--- src/rtl/scan_addr_gen_if.sv ---
// Handshake/bus bundle for scan_addr_gen. The dir signal exists only when SCAN_DOWN_EN is defined.
interface scan_addr_gen_if #(
    parameter int unsigned PRESCALE_W = 16
);
    logic                  en;
    logic                  load;
    logic [2:0]            load_val;
    logic [PRESCALE_W-1:0] div;
`ifdef SCAN_DOWN_EN
    logic                  dir;
`endif
    logic [2:0]            addr;
    logic                  tick;
    logic                  frame;

`ifdef SCAN_DOWN_EN
    modport master (output en, load, load_val, div, dir, input addr, tick, frame);
    modport slave  (input en, load, load_val, div, dir, output addr, tick, frame);
`else
    modport master (output en, load, load_val, div, input addr, tick, frame);
    modport slave  (input en, load, load_val, div, output addr, tick, frame);
`endif
endinterface

--- src/rtl/scan_addr_gen.sv ---
// Prescaled 3-bit scan address generator for a 3-to-8 decoder, with tick/frame pulses.
// Optional macro SCAN_DOWN_EN adds the dir input and down-counting with 0->7 wrap.
module scan_addr_gen #(
    parameter int unsigned PRESCALE_W = 16
) (
    input  logic           clk,
    input  logic           resetn,
    scan_addr_gen_if.slave bus
);
    localparam int unsigned AW = 3;

    logic [PRESCALE_W-1:0] pc_q, pc_d;
    logic [AW-1:0]         addr_q, addr_d;
    logic                  tick_q, tick_d;
    logic                  frame_q, frame_d;
    logic                  step_down;

`ifdef SCAN_DOWN_EN
    assign step_down = bus.dir;
`else
    assign step_down = 1'b0;
`endif

    // Next-state: load beats everything; an advance fires once pc has reached div
    always_comb begin
        pc_d    = pc_q;
        addr_d  = addr_q;
        tick_d  = 1'b0;
        frame_d = 1'b0;
        if (bus.load) begin
            addr_d = bus.load_val;
            pc_d   = '0;
        end else if (bus.en) begin
            if (pc_q >= bus.div) begin
                pc_d   = '0;
                tick_d = 1'b1;
                if (step_down) begin
                    addr_d  = addr_q - AW'(1);
                    frame_d = (addr_q == AW'(0));
                end else begin
                    addr_d  = addr_q + AW'(1);
                    frame_d = (addr_q == AW'(7));
                end
            end else begin
                pc_d = pc_q + PRESCALE_W'(1);
            end
        end
    end

    always_ff @(posedge clk) begin
        if (!resetn) begin
            pc_q    <= '0;
            addr_q  <= '0;
            tick_q  <= 1'b0;
            frame_q <= 1'b0;
        end else begin
            pc_q    <= pc_d;
            addr_q  <= addr_d;
            tick_q  <= tick_d;
            frame_q <= frame_d;
        end
    end

    assign bus.addr  = addr_q;
    assign bus.tick  = tick_q;
    assign bus.frame = frame_q;
endmodule
--- src/flat_wrapper.sv ---
// flat-port wrapper written by rule: the top's interface ports become plain ports
module scan_addr_gen_flat 
#(
    parameter int unsigned PRESCALE_W = 16
)
  (clk, resetn, bus_en, bus_load, bus_load_val, bus_div, bus_addr, bus_tick, bus_frame);
  scan_addr_gen_if #(.PRESCALE_W(PRESCALE_W)) bus_i ();
  input  logic clk;
  input  logic resetn;
  input wire logic [$bits(bus_i.en)-1:0] bus_en;
  input wire logic [$bits(bus_i.load)-1:0] bus_load;
  input wire logic [$bits(bus_i.load_val)-1:0] bus_load_val;
  input wire logic [$bits(bus_i.div)-1:0] bus_div;
  output wire logic [$bits(bus_i.addr)-1:0] bus_addr;
  output wire logic [$bits(bus_i.tick)-1:0] bus_tick;
  output wire logic [$bits(bus_i.frame)-1:0] bus_frame;
  assign bus_i.en = bus_en;
  assign bus_i.load = bus_load;
  assign bus_i.load_val = bus_load_val;
  assign bus_i.div = bus_div;
  assign bus_addr = bus_i.addr;
  assign bus_tick = bus_i.tick;
  assign bus_frame = bus_i.frame;
  scan_addr_gen #(.PRESCALE_W(PRESCALE_W)) u_core (.clk(clk), .resetn(resetn), .bus(bus_i));
endmodule
--- config.mk ---
export PLATFORM = sky130hd
export DESIGN_NAME = scan_addr_gen_flat
export DESIGN_NICKNAME = d
export VERILOG_FILES = /design/src/rtl/scan_addr_gen_if.sv /design/src/rtl/scan_addr_gen.sv /design/src/flat_wrapper.sv
export SDC_FILE = /design/constraint.sdc
export NUM_CORES = 1
export LEC_CHECK = 0
export CELL_PAD_IN_SITES_DETAIL_PLACEMENT = 1
export CELL_PAD_IN_SITES_GLOBAL_PLACEMENT = 1
export CORE_UTILIZATION = 38
export CTS_CLUSTER_SIZE = 10
export DETAILED_ROUTE_END_ITERATION = 12
export PLACE_DENSITY_LB_ADDON = 0.1
export SYNTH_ARGS = -nofsm -noshare
export SYNTH_HDL_FRONTEND = slang
export SYNTH_SLANG_ARGS = --single-unit
--- constraint.sdc ---
create_clock -name clk -period 2.98 [get_ports clk]
set_input_delay 0.447 -clock clk [delete_from_list [all_inputs] [get_ports clk]]
set_output_delay 0.447 -clock clk [all_outputs]
set_load 0.02 [all_outputs]
==> impl_summary.md <==
Clocking
For the worst-skew pair, the clock arrives at the later sink with an insertion delay of about 300 ps. The count of cells resized by post-cts repair is 0. Clock-pin slew was measured on the worst setup and hold paths at between 100 and 150 ps. The cell sitting at the root of the clock tree is a clkbuf_4. CTS built an H-tree with a depth of 1. The number of clock buffers added by TritonCTS is 3. CTS saw 21 sinks. The CTS tree is built.

Buffers inserted to repair hold after CTS numbered 0. The post-CTS setup buffer count is 0. In this run the deepest clock path goes through 2 buffers.

Synthesis
After technology mapping, the gate count stands at 160. The post-synthesis share of cell area spent on and, or, nand and nor gates is between 20 and 25%. After synthesis, the largest family of logic cells by area is simple AND/OR/NAND/NOR gates. The number of warnings issued by yosys is 0. The share of the synthesized area in compound gates (AO/OA/AOI/OAI) is a little over an eighth. The post-synthesis sequential area ratio is a little under a third. dfxtp_1 is the most common cell in the netlist. The number of nets in the synthesized netlist is about 200. The number of enable flip-flop cells after synthesis is 0.

After synthesis, the largest area contributor takes up 30.46% of total cell area. Ranked by total cell area, the synthesized netlist is headed by dfxtp_1 30%, ha_1 17%, inv_1 5.2%. The mean instance size in the synthesized netlist is roughly 8.6 um^2. The post-synthesis instance area is 1380 um^2. After Yosys synthesis, XOR and XNOR cells account for between 7 and 8% of the synthesized area. Ranked by instance count, the synthesized netlist is headed by 21 x dfxtp_1, 19 x ha_1, 19 x inv_1, 14 x nor2_1, 9 x nand2_1. The portion of synthesized area spent on multiplexers is under 10%. The flip-flop and latch count after synthesis is 21. The netlist uses 36 different library cells. The synthesized netlist devotes between 10% and 20% of its cell area to adder and majority cells. The dominant synthesized flop cell is dfxtp_1. The cell taking the most area after synthesis is dfxtp_1. The async set-reset flop share out of synthesis is 0%.

Critical path
The data arrival time at the worst-slack endpoint is between 2000 and 3000 ps. The critical path goes through clkdlybuf4s50_1, ha_1, nand2b_4, a2111oi_4, o21ai_1, a2111o_1, buf_4, mux2i_1, a211oi_1. The worst setup path is captured at a register.

The cell at the slowest stage of the critical path is a2111o_1. In this run the worst path has a maximum fanout of 5. STA classifies the critical path startpoint as a primary input. The required time at the worst-slack endpoint is approximately 3200 ps. By startpoint and endpoint, the worst setup path is classified as in -> reg. For this run, the slowest stage of the critical path takes between 400 and 500 ps.

Finish
The finished cells cover about 1700 um^2. The area growth from synthesis to layout is 25.39%. The total number of nets in the final design is between 200 and 250. The utilization after layout is between 50% and 60%. The number of diodes is 0. The layout has ~420 filler cells. Of the cells placed in the final design, the portion with a size suffix greater than 1 is around 4.7%.

Detailed routing
The routed via count is 1210. For this run, design rule violations remaining after detail routing come to 0. Dividing the detail-routed via count by the number of cells gives roughly 5. The sum of routed wire length over all layers is 3151 um. The average routed wire per standard cell is 13.35 um. The remaining antenna violation count is 0. The first detailed-routing pass ran for 2 iterations.

For this block, the initial DRC count from the detailed router was 17.

Status
The run finished with clean final reports.

Global routing
For this run, the total global-route usage over all layers was measured as between 10% and 20%. The number of global-route vias before repair is 1264. The initial antenna violation count came to 0.

The largest net degree at the start of global routing is 14. Summed over all layers, the global routing overflow is 0. The global-route wire length before repair is about 5400 um.

Timing
The worst slew margin relative to its limit is slightly above 80%. The measured slew at the worst slew-check pin is around 250 ps. The final hold slack is 515.0 ps.

The fraction of the cycle the final worst path needs is between 80% and 90%. The count of final hold-check violations came to 0. The max-slew violation total from the final report is 0.

Setup repair after global routing left no endpoint under its margin. The total setup violations reported at the end of the flow is 0. The worst-case clock skew is between 3 and 4 ps.

Derived from the worst setup path, the maximum achievable clock frequency is 383.0 MHz. The setup TNS after final layout is 0 ps. The routed design could run at a clock period as short as 2611 ps.

Place
In this run the cell area measured after placement is between 1500 and 2000 um^2. The number of buffer cells added on primary ports is 27. The congestion estimate from routability-driven global placement came to 0.7264.

The total half-perimeter wirelength after legalization and detailed placement is about 2700 um.

Hold path
The worst min-delay path class is reg -> reg.

Floorplanning
The chip width is between 60 and 70 um. Pin placement for this block handled 28 I/O pins. The height of the die is around 62 um.

The overall die area is 3877 um^2. The core outline area is between 3000 and 4000 um^2. The initial standard-cell utilization of the core is 40.40%.

The initialized floorplan defines 21 standard-cell rows.

Power and ir drop
The total power is 0.5179 mW. The worst supply voltage drop on vdd is ~0.22 mV. The static power due to leakage is about 0.77 nW. Power spread over the standard cell area amounts to 299.3 nW/um^2.

Run
The tool flagged a number of max-cap violations equal to 0.
-- logic make-up (layout without fill, tap and decap cells) --
family / after synthesis / in the layout
simple gates: 58 / 58
compound gates: 25 / 25
buf+inv: 22 / 52
flops: 21 / 21
fa+ha+maj: 19 / 19
xor+xnor: 12 / 12
mux: 3 / 3
-- worst paths after layout --
check | slack, ps | to | cells past startpoint | start
worst min register to register | 510 | u_core.pc_q[15]$_SDFFE_PP0P_ | 2 | u_core.pc_q[15]$_SDFFE_PP0P_
worst max register to register | 430 | u_core.bus.addr[1]$_SDFFE_PN0P_ | 9 | u_core.pc_q[0]$_SDFFE_PP0P_
worst min-delay path | 510 | u_core.pc_q[15]$_SDFFE_PP0P_ | 2 | u_core.pc_q[15]$_SDFFE_PP0P_
worst max-delay path | 370 | u_core.bus.addr[1]$_SDFFE_PN0P_ | 9 | bus_div[0]
-- final cells by class --
class	count	area, um^2	area share [%]
Sequential cell	21	420.4	24.29
Clock inverter	1	5.005	0.2892
Timing Repair Buffer	29	285.3	16.49
Inverter	19	71.32	4.121
Multi-Input combinational cell	117	868.3	50.18
Clock buffer	3	22.52	1.302
Tap cell	46	57.56	3.326
-- per-stage QoR --
step,worst slack [ps],std cells
floorplan,606.2,160
global placement,153.8,232
detailed placement,33.67,232
CTS,363.5,236
global route,260.4,236
finish,369.3,236
-- layout by cell type, fill, tap and decap left out, types with 2 or more instances in the layout --
cell type,instances
nand4_1,6
clkbuf_4,3
a21oi_1,6
dfxtp_1,21
o21ai_0,4
a211oi_1,3
and3_1,5
xor2_1,8
or3_1,4
and2_1,2
xnor2_1,4
inv_1,19
o21a_1,2
nand3_1,6
buf_4,2
clkdlybuf4s50_1,27
nor2_1,14
and4_1,2
nand2b_1,2
a21o_1,2
nor3_1,4
nand2_1,9
ha_1,19
mux2i_1,3
-- critical path, delay by kind of cell --
kind                       cells  cell delay, ps
adders and majority gates      1             300
muxes                          1             140
buffers and inverters          2             610
AOI/OAI and AO/OA              4            1180
and+or+nand+nor                1             150
-- power breakdown --
group | leakage [nW] | switching, mW | internal, mW
logic | 0.577 | 0.0365 | 0.0513
clock network | 0.0177 | 0.0908 | 0.0501
registers | 0.170 | 0.00476 | 0.284
-- sequential cells by signal, indices dropped and copies added, names as in the netlist --
| signal | count |
|---|---|
| u_core.pc_q | 16 |
| u_core.bus.tick | 1 |
| u_core.bus.frame | 1 |
| u_core.bus.addr | 3 |
-- per-layer routing --
| metal | vias up | routed length [um] | track usage, % |
|---|---|---|---|
| met5 | - | 0 | 0 |
| met2 | 17 | 1684 | 33.65 |
| met4 | 0 | 20 | 3.488 |
| li1 | 616 | - | - |
| met1 | 575 | 1332 | 18.94 |
| met3 | 2 | 114 | 5.147 |
Power figures use the tool's default switching activity.
